--- config.mk ---
export PLATFORM = sky130hd
export DESIGN_NAME = alu_seq_ctrl
export DESIGN_NICKNAME = d
export VERILOG_FILES = /design/src/rtl/alu_seq_pkg.sv /design/src/rtl/alu_seq_ctrl_brcond.sv /design/src/rtl/alu_seq_ctrl.sv
export SDC_FILE = /design/constraint.sdc
export NUM_CORES = 1
export LEC_CHECK = 0
export ABC_AREA = 0
export BUFFER_PORTS_ARGS = -buffer_cell sky130_fd_sc_hd__buf_2
export CORE_MARGIN = 1
export CORE_UTILIZATION = 30
export CTS_CLUSTER_DIAMETER = 60
export CTS_CLUSTER_SIZE = 16
export DETAILED_ROUTE_END_ITERATION = 7
export GPL_TIMING_DRIVEN = 0
export SLEW_MARGIN = 30
export SYNTH_ARGS = -nofsm -noshare
export SYNTH_HDL_FRONTEND = slang
export SYNTH_SLANG_ARGS = --single-unit
--- constraint.sdc ---
create_clock -name clk -period 4.1 [get_ports clk]
set_input_delay 1.23 -clock clk [delete_from_list [all_inputs] [get_ports clk]]
set_output_delay 1.23 -clock clk [all_outputs]
set_load 0.005 [all_outputs]
--- src/rtl/alu_seq_pkg.sv ---
// Shared encodings for the ALU sequencer: RV32I opcodes, operand-select codes,
// ALU op codes and the sequencer state enum.
package alu_seq_pkg;

   localparam logic [6:0] OPC_OP     = 7'b0110011;
   localparam logic [6:0] OPC_OP_IMM = 7'b0010011;
   localparam logic [6:0] OPC_LUI    = 7'b0110111;
   localparam logic [6:0] OPC_AUIPC  = 7'b0010111;
   localparam logic [6:0] OPC_BRANCH = 7'b1100011;
   localparam logic [6:0] OPC_JAL    = 7'b1101111;
   localparam logic [6:0] OPC_JALR   = 7'b1100111;

   localparam logic [1:0] RS_RS1 = 2'b00;
   localparam logic [1:0] RS_PC  = 2'b10;

   localparam logic [1:0] B_RS2  = 2'b00;
   localparam logic [1:0] B_IMM  = 2'b01;
   localparam logic [1:0] B_FOUR = 2'b10;

   localparam logic [3:0] ALU_ADD  = 4'b0000;
   localparam logic [3:0] ALU_SUB  = 4'b0001;
   localparam logic [3:0] ALU_PASS = 4'b1111;

   typedef enum logic [2:0] {
      S_IDLE,
      S_EXEC,
      S_CMP,
      S_LINK,
      S_TGT,
      S_DONE
   } state_e;

endpackage

--- src/rtl/alu_seq_ctrl_brcond.sv ---
// Branch condition decode: funct3 plus ALU compare flags -> taken / illegal.
module alu_seq_ctrl_brcond (
   input  logic [2:0] funct3,
   input  logic       alu_zero,
   input  logic       alu_lt,
   input  logic       alu_ltu,
   output logic       taken,
   output logic       illegal
);

   always_comb begin
      taken   = 1'b0;
      illegal = 1'b0;
      case (funct3)
         3'b000:  taken = alu_zero;
         3'b001:  taken = ~alu_zero;
         3'b100:  taken = alu_lt;
         3'b101:  taken = ~alu_lt;
         3'b110:  taken = alu_ltu;
         3'b111:  taken = ~alu_ltu;
         default: illegal = 1'b1;
      endcase
   end

endmodule

--- src/rtl/alu_seq_ctrl.sv ---
// Multi-cycle sequencer steering the shared ALU through compare/link/target phases.
// Optional macro ALU_SEQ_MISALIGN_EN: flag targets with bit1 set as errors.
module alu_seq_ctrl
   import alu_seq_pkg::*;
#(
   parameter int XLEN = 32
) (
   input  logic            clk,
   input  logic            rst_n,
   input  logic            req_valid,
   output logic            req_ready,
   input  logic [6:0]      opcode,
   input  logic [2:0]      funct3,
   input  logic            alu_zero,
   input  logic            alu_lt,
   input  logic            alu_ltu,
   input  logic [XLEN-1:0] alu_res,
   output logic [1:0]      rs_sel,
   output logic [1:0]      b_sel,
   output logic [3:0]      alu_op,
   output logic            rd_we,
   output logic            pc_we,
   output logic [XLEN-1:0] tgt_out,
   output logic            resp_valid,
   output logic            resp_taken,
   output logic            resp_err
);

   state_e          state_q, state_d;
   logic [6:0]      op_q, op_d;
   logic [2:0]      f3_q, f3_d;
   logic [XLEN-1:0] tgt_q, tgt_d;
   logic            taken_q, taken_d;
   logic            err_q, err_d;
   logic            rv_q, rv_d;
   logic            pcwe_q, pcwe_d;
   logic            br_taken, br_illegal;
   logic [XLEN-1:0] tgt_calc;

   alu_seq_ctrl_brcond u_brcond (
      .funct3  (f3_q),
      .alu_zero(alu_zero),
      .alu_lt  (alu_lt),
      .alu_ltu (alu_ltu),
      .taken   (br_taken),
      .illegal (br_illegal)
   );

   // JALR targets drop bit0; other targets pass through untouched.
   always_comb begin
      tgt_calc    = alu_res;
      tgt_calc[0] = (op_q == OPC_JALR) ? 1'b0 : alu_res[0];
   end

   always_comb begin
      state_d = state_q;
      op_d    = op_q;
      f3_d    = f3_q;
      tgt_d   = tgt_q;
      taken_d = 1'b0;
      err_d   = 1'b0;
      rs_sel  = RS_RS1;
      b_sel   = B_RS2;
      alu_op  = ALU_ADD;
      rd_we   = 1'b0;
      case (state_q)
         S_IDLE: begin
            if (req_valid) begin
               op_d = opcode;
               f3_d = funct3;
               case (opcode)
                  OPC_OP, OPC_OP_IMM, OPC_LUI, OPC_AUIPC: state_d = S_EXEC;
                  OPC_BRANCH:                             state_d = S_CMP;
                  OPC_JAL, OPC_JALR:                      state_d = S_LINK;
                  default: begin
                     state_d = S_DONE;
                     err_d   = 1'b1;
                  end
               endcase
            end
         end
         S_EXEC: begin
            rs_sel  = (op_q == OPC_AUIPC) ? RS_PC : RS_RS1;
            b_sel   = (op_q == OPC_OP) ? B_RS2 : B_IMM;
            alu_op  = ALU_PASS;
            rd_we   = 1'b1;
            state_d = S_DONE;
         end
         S_CMP: begin
            alu_op = ALU_SUB;
            if (br_illegal) begin
               state_d = S_DONE;
               err_d   = 1'b1;
            end else if (br_taken) begin
               state_d = S_TGT;
            end else begin
               state_d = S_DONE;
            end
         end
         S_LINK: begin
            rs_sel  = RS_PC;
            b_sel   = B_FOUR;
            rd_we   = 1'b1;
            state_d = S_TGT;
         end
         S_TGT: begin
            rs_sel  = (op_q == OPC_JALR) ? RS_RS1 : RS_PC;
            b_sel   = B_IMM;
            tgt_d   = tgt_calc;
            taken_d = 1'b1;
`ifdef ALU_SEQ_MISALIGN_EN
            if (tgt_calc[1]) begin
               taken_d = 1'b0;
               err_d   = 1'b1;
            end
`endif
            state_d = S_DONE;
         end
         S_DONE:  state_d = S_IDLE;
         default: state_d = S_IDLE;
      endcase
      rv_d   = (state_d == S_DONE);
      pcwe_d = rv_d & taken_d & ~err_d;
   end

   always_ff @(posedge clk or negedge rst_n) begin
      if (!rst_n) begin
         state_q <= S_IDLE;
         op_q    <= '0;
         f3_q    <= '0;
         tgt_q   <= '0;
         taken_q <= 1'b0;
         err_q   <= 1'b0;
         rv_q    <= 1'b0;
         pcwe_q  <= 1'b0;
      end else begin
         state_q <= state_d;
         op_q    <= op_d;
         f3_q    <= f3_d;
         tgt_q   <= tgt_d;
         taken_q <= taken_d;
         err_q   <= err_d;
         rv_q    <= rv_d;
         pcwe_q  <= pcwe_d;
      end
   end

   assign req_ready  = (state_q == S_IDLE);
   assign tgt_out    = tgt_q;
   assign pc_we      = pcwe_q;
   assign resp_valid = rv_q;
   assign resp_taken = taken_q;
   assign resp_err   = err_q;

endmodule
# Word level (Yosys, flattened, before mapping)
# Cells that the tools add are included.
[totals]
out_inout_bits = 46
register_bits = 49
word_cells = 62
input_bits = 48
[classes]
n_eq_ne = 20
n_reduce_logical = 9
bitwise_logic = 6
muxes = 19
[ops]
columns = ["op", "n"]
rows = [
  ["$eq 7x7->1 const B", 4],
  ["$eq 7x5->1 const B", 3],
  ["$eq 7x6->1 const B", 3],
  ["$eq 3x3->1 const B", 6],
  ["$pmux 2 s3", 2],
  ["$pmux 3 s4", 1],
  ["$mux 1", 9],
  ["$pmux 3 s3", 1],
  ["$pmux 4 s2", 1],
  ["$reduce_or 7->1", 1],
  ["$eq 3x1->1 const B", 2],
  ["$eq 3x2->1 const B", 2],
  ["$logic_not 3->1", 2],
  ["$pmux 1 s6", 1],
  ["$reduce_or 2->1", 3],
  ["$reduce_or 6->1", 1],
  ["$mux 2", 2],
  ["$not 1->1", 4],
  ["$reduce_or 4->1", 1],
  ["$mux 3", 1],
  ["$and 1x1->1", 2],
  ["$pmux 1 s2", 1],
  ["$reduce_and 2->1", 1],
]

# Depth between registers and ports, before layout
[logic_depth]
ltp_word = 8
ltp_mapped = 5
ltp_nobuf = 4

# Modules after synthesis
# A second synthesis with hierarchy kept.
[hier_totals]
cells_unflattened = 225
area_unflattened_um2 = 2165.8
[modules_own_cells]
columns = ["mod", "cells_per_inst", "area_each_um2", "instances"]
rows = [
  ["alu_seq_ctrl", 219, 2119.5, 1],
  ["alu_seq_ctrl_brcond", 6, 46.3, 1],
]

# Worst setup path before layout
# No wires, ideal clock.
[synth_timing]
kind = "reg-to-output"
start = "register state_q[0]"
end = "output rs_sel[1]"
path_buffers = 2
arrival_time_ns = 1.159
path_stages_with_launch = 6
path_slack_ns = 1.711
t_required_ns = 2.870
cell_sequence = "dfrtp_1 -> buf_6 -> nor3b_4 -> buf_6 -> o31ai_1 -> nand2_1"
[synth_via]
elab_chain_cells = 2
[synth_rtl]
columns = ["element", "line_no", "source"]
rows = [
  ["start: declaration", "alu_seq_ctrl.sv:29", "state_e state_q, state_d;"],
  ["start signal: assignment", "alu_seq_ctrl.sv:137", "state_q <= state_d;"],
  ["$eq 3x3->1, or another cell as far along", "alu_seq_ctrl.sv:66", "case (state_q)"],
  ["$pmux 2 s3 (*)", "alu_seq_ctrl.sv:66", ""],
  ["end: declaration", "alu_seq_ctrl.sv:18", "output logic [1:0] rs_sel,"],
]
# Every way passes the cells marked *; elsewhere a longest branch is shown, timed or not.

# Worst setup path after layout
# Ends and elaborated chain as after synthesis.

==> metrics.log <==
[metrics] area of the die: 0.00750 mm^2
[metrics] post-synth net total: 202
[metrics] number of setup violations in the final report: 0
[metrics] Routed Antenna Nets: 0
[metrics] reg-to-reg startpoint: state_q[0]
[metrics] smallest hold slack: 0.506 ns
[metrics] average routed wire per standard cell: 12.0 um
[metrics] DRT iter0 DRCs: 39
[metrics] number of enable flip-flop cells after synthesis: 0
[metrics] slew at the pin closest to its max-slew limit: 0.602 ns
[metrics] synthesis warning total: 0
[metrics] H-Tree Level Count: 2
[metrics] post-cts gate resize count: 0
[metrics] Antenna Diode Count: 0
[metrics] Clk Tree Root Cell: sky130_fd_sc_hd__clkbuf_8
[metrics] CP Launch Point: state_q[0]
[metrics] part of the Yosys area used for sequential elements: 57.1%
[metrics] share of the core filled with cells in the final layout: 41.1%
[metrics] Syn Inst Count: 154
[metrics] routed via count: 1,534
[metrics] wirelength, routed: 4200 um
[metrics] Hold Vio Cnt, Final: 0
[metrics] proportion of register bits with asynchronous set or reset after synthesis: 100%
[metrics] GRT Residual Overflow: 0
[metrics] Synth Cell Area: 0.00215 mm^2
[metrics] maximum achievable frequency: 0.334 GHz
[metrics] clock latency at the later pin of the worst-skew pair: 0.30 ns
[metrics] capture instance of the worst register-to-register path: tgt_out[26]
[metrics] core footprint: 0.00687 mm^2
[metrics] classification of the worst-slack hold path: register to register
[metrics] type of destination of the critical path: output pin
[metrics] WS Path Type: register to output pin
[metrics] kind of start point of the critical path: register
[metrics] via count of the first global-routing pass: 1,441
[metrics] final period utilization: 73.0%
[metrics] first-pass GRT wire length: 6750 um
[metrics] clock-pin slew reported for the worst setup and hold paths after clock tree synthesis: 0.09 ns
[metrics] number of pins with negative max-slew slack in the final report: 0
[metrics] worst slew slack as a fraction of its limit: 59.9%
[metrics] Total Neg Setup Slack: 0 ns
[metrics] r2r worst-path depth: 4
[metrics] startpoint of the lowest-slack hold path: tgt_out[8]
[metrics] initial antenna violation count: 0
[metrics] Min-Delay Endpoint: tgt_out[8]
[metrics] count of nets after finishing: 301
[metrics] setup repair after global routing missed its margin: no
[metrics] synthesized area per cell: 14.0 um^2
[metrics] power density normalized to cell area: 721 mW/mm^2
[metrics] fraction of final layout cells with drive strength greater than 1: 60.2%
[metrics] I/O pin count: 94
[metrics] total clock buffers created by CTS: 5
[metrics] Initial Util: 31.3%
[metrics] die height: 86.6 um
[metrics] detail-routed via count per cell: 4.38
[metrics] clock buffer depth: 2
[metrics] Worst R2R Setup Slack: 2.48 ns
[metrics] worst-path maximum fanout: 10
[metrics] required arrival time at the worst endpoint: 2.87 ns
[metrics] Worst VDD drop: 248 uV
[metrics] count of port buffers added during placement: 92
[metrics] number of instances on the worst hold path: 1
[metrics] number of storage elements in the synthesis netlist: 49
[metrics] drt drc: 0
[metrics] gpl congestion: 0.756
[metrics] largest net degree at the start of global routing: 50
[metrics] placement row count: 30
[metrics] Period minus WS final: 2.99 ns
[metrics] total power draw: 0.00203 W
[metrics] DP HPWL: 3200 um
[metrics] Tot GR Track Use: 11.8%
[metrics] standby leakage power: 1.36 nW
[metrics] Worst Clk Skew: 0.00588 ns
[metrics] number of hold buffers added after cts: 0
[metrics] clock tree from TritonCTS: done
[metrics] number of maximum-capacitance violations: 0
[metrics] Unique masters post-synth: 37
[metrics] fin area: 0.00282 mm^2
[metrics] clk sinks: 49
[metrics] result of the run: complete, no violations
[metrics] Data arrival, critical path: 1.76 ns
[metrics] DR pass1 iterations: 4
[metrics] area growth from synthesis to layout: 31.3%
[metrics] post-CTS setup buffer count: 0
[metrics] Primary FF master, synth: sky130_fd_sc_hd__dfrtp_1
[metrics] floorplan die width: 86.6 um
[metrics] Placed Area: 0.00273 mm^2
==> sequential cells by signal, summed over array words and instances, names as in the netlist <==
| signal | cells |
|---|---|
| resp_err | 1 |
| resp_valid | 1 |
| f3_q | 3 |
| pc_we | 1 |
| state_q | 3 |
| resp_taken | 1 |
| tgt_out | 32 |
| op_q | 7 |
==> metal layers <==
layer / GRT usage, % / wire, um
met1: 14.3 / 1910
met2: 19.6 / 2020
met3: 3.43 / 223
met4: 4.70 / 44
met5: 0 / 0
==> critical path, stage by stage (launching register included) <==
cell and delay [ns]:
sky130_fd_sc_hd__dfrtp_1 0.38, sky130_fd_sc_hd__buf_6 0.14, sky130_fd_sc_hd__nor3b_4 0.42, sky130_fd_sc_hd__buf_6 0.22
sky130_fd_sc_hd__o31ai_1 0.11, sky130_fd_sc_hd__nand2_1 0.08, sky130_fd_sc_hd__buf_2 0.11
==> how the worst max path moves through the flow <==
stage                     end  slack (ns)  cells past startpoint
floorplan           rs_sel[1]        1.71                      5
global placement    rs_sel[1]        1.38                      6
detailed placement  rs_sel[1]        1.38                      6
CTS                 rs_sel[1]        1.03                      6
global route        rs_sel[1]        0.93                      6
finish              rs_sel[1]        1.11                      6
==> cell type report <==
| cell class | instances | area [um^2] |
|---|---|---|
| Fill cell | 680 | 4050 |
| Buffer | 10 | 87.6 |
| Clock buffer | 5 | 68.8 |
| Multi-Input combinational cell | 92 | 823 |
| Sequential cell | 49 | 1230 |
| Inverter | 3 | 11.3 |
| Timing Repair Buffer | 92 | 463 |
| Tap cell | 96 | 120 |
| Clock inverter | 3 | 21.3 |
==> cell usage in the layout, fill, tap and decap left out, types with 4 or more instances in the layout <==
cell / Yosys / routed
sky130_fd_sc_hd__mux2_2: 41 / 41
sky130_fd_sc_hd__clkbuf_8: 0 / 5
sky130_fd_sc_hd__buf_4: 5 / 6
sky130_fd_sc_hd__buf_2: 1 / 92
sky130_fd_sc_hd__dfrtp_1: 49 / 49
sky130_fd_sc_hd__buf_6: 4 / 4
sky130_fd_sc_hd__nand2_1: 6 / 6
==> stage by stage <==
step | setup slack (ns) | instances
6_report | 1.11 | 350
2_1_floorplan | 1.71 | 154
4_1_cts | 1.03 | 350
3_3_place_gp | 1.38 | 342
5_1_grt | 0.934 | 350
3_5_place_dp | 1.38 | 342
==> Yosys cell counts (3+ instances only) <==
cell | n | area share (%)
sky130_fd_sc_hd__dfrtp_1 | 49 | 57
sky130_fd_sc_hd__mux2_2 | 41 | 21
sky130_fd_sc_hd__nand2_1 | 6 | 1.0
sky130_fd_sc_hd__buf_4 | 5 | 1.7
sky130_fd_sc_hd__buf_6 | 4 | 2.1
sky130_fd_sc_hd__a21oi_1 | 3 | 0.70
sky130_fd_sc_hd__inv_1 | 3 | 0.52
sky130_fd_sc_hd__nand2b_1 | 3 | 0.87
sky130_fd_sc_hd__nor2_1 | 3 | 0.52
sky130_fd_sc_hd__nor2b_1 | 3 | 0.87
==> report_power, final <==
| part | switching [W] | internal (W) | leakage (nW) |
|---|---|---|---|
| clock network | 0.000162 | 0.000121 | 0.0445 |
| registers | 0.000121 | 0.000725 | 0.582 |
| logic | 0.000364 | 0.000541 | 0.733 |
==> kinds of logic (layout without fill, tap and decap cells) <==
family / Yosys count / count (layout) / synth area share (%)
AO/OA/AOI/OAI: 17 / 17 / 5.59
XOR/XNOR: 4 / 4 / 1.63
buffers and inverters: 13 / 113 / 4.60
flip-flops: 49 / 49 / 57.1
multiplexers: 41 / 41 / 21.5
other: 1 / 1 / 0.175
AND/OR/NAND/NOR: 29 / 29 / 9.44
(Power assumes the default switching activity.)
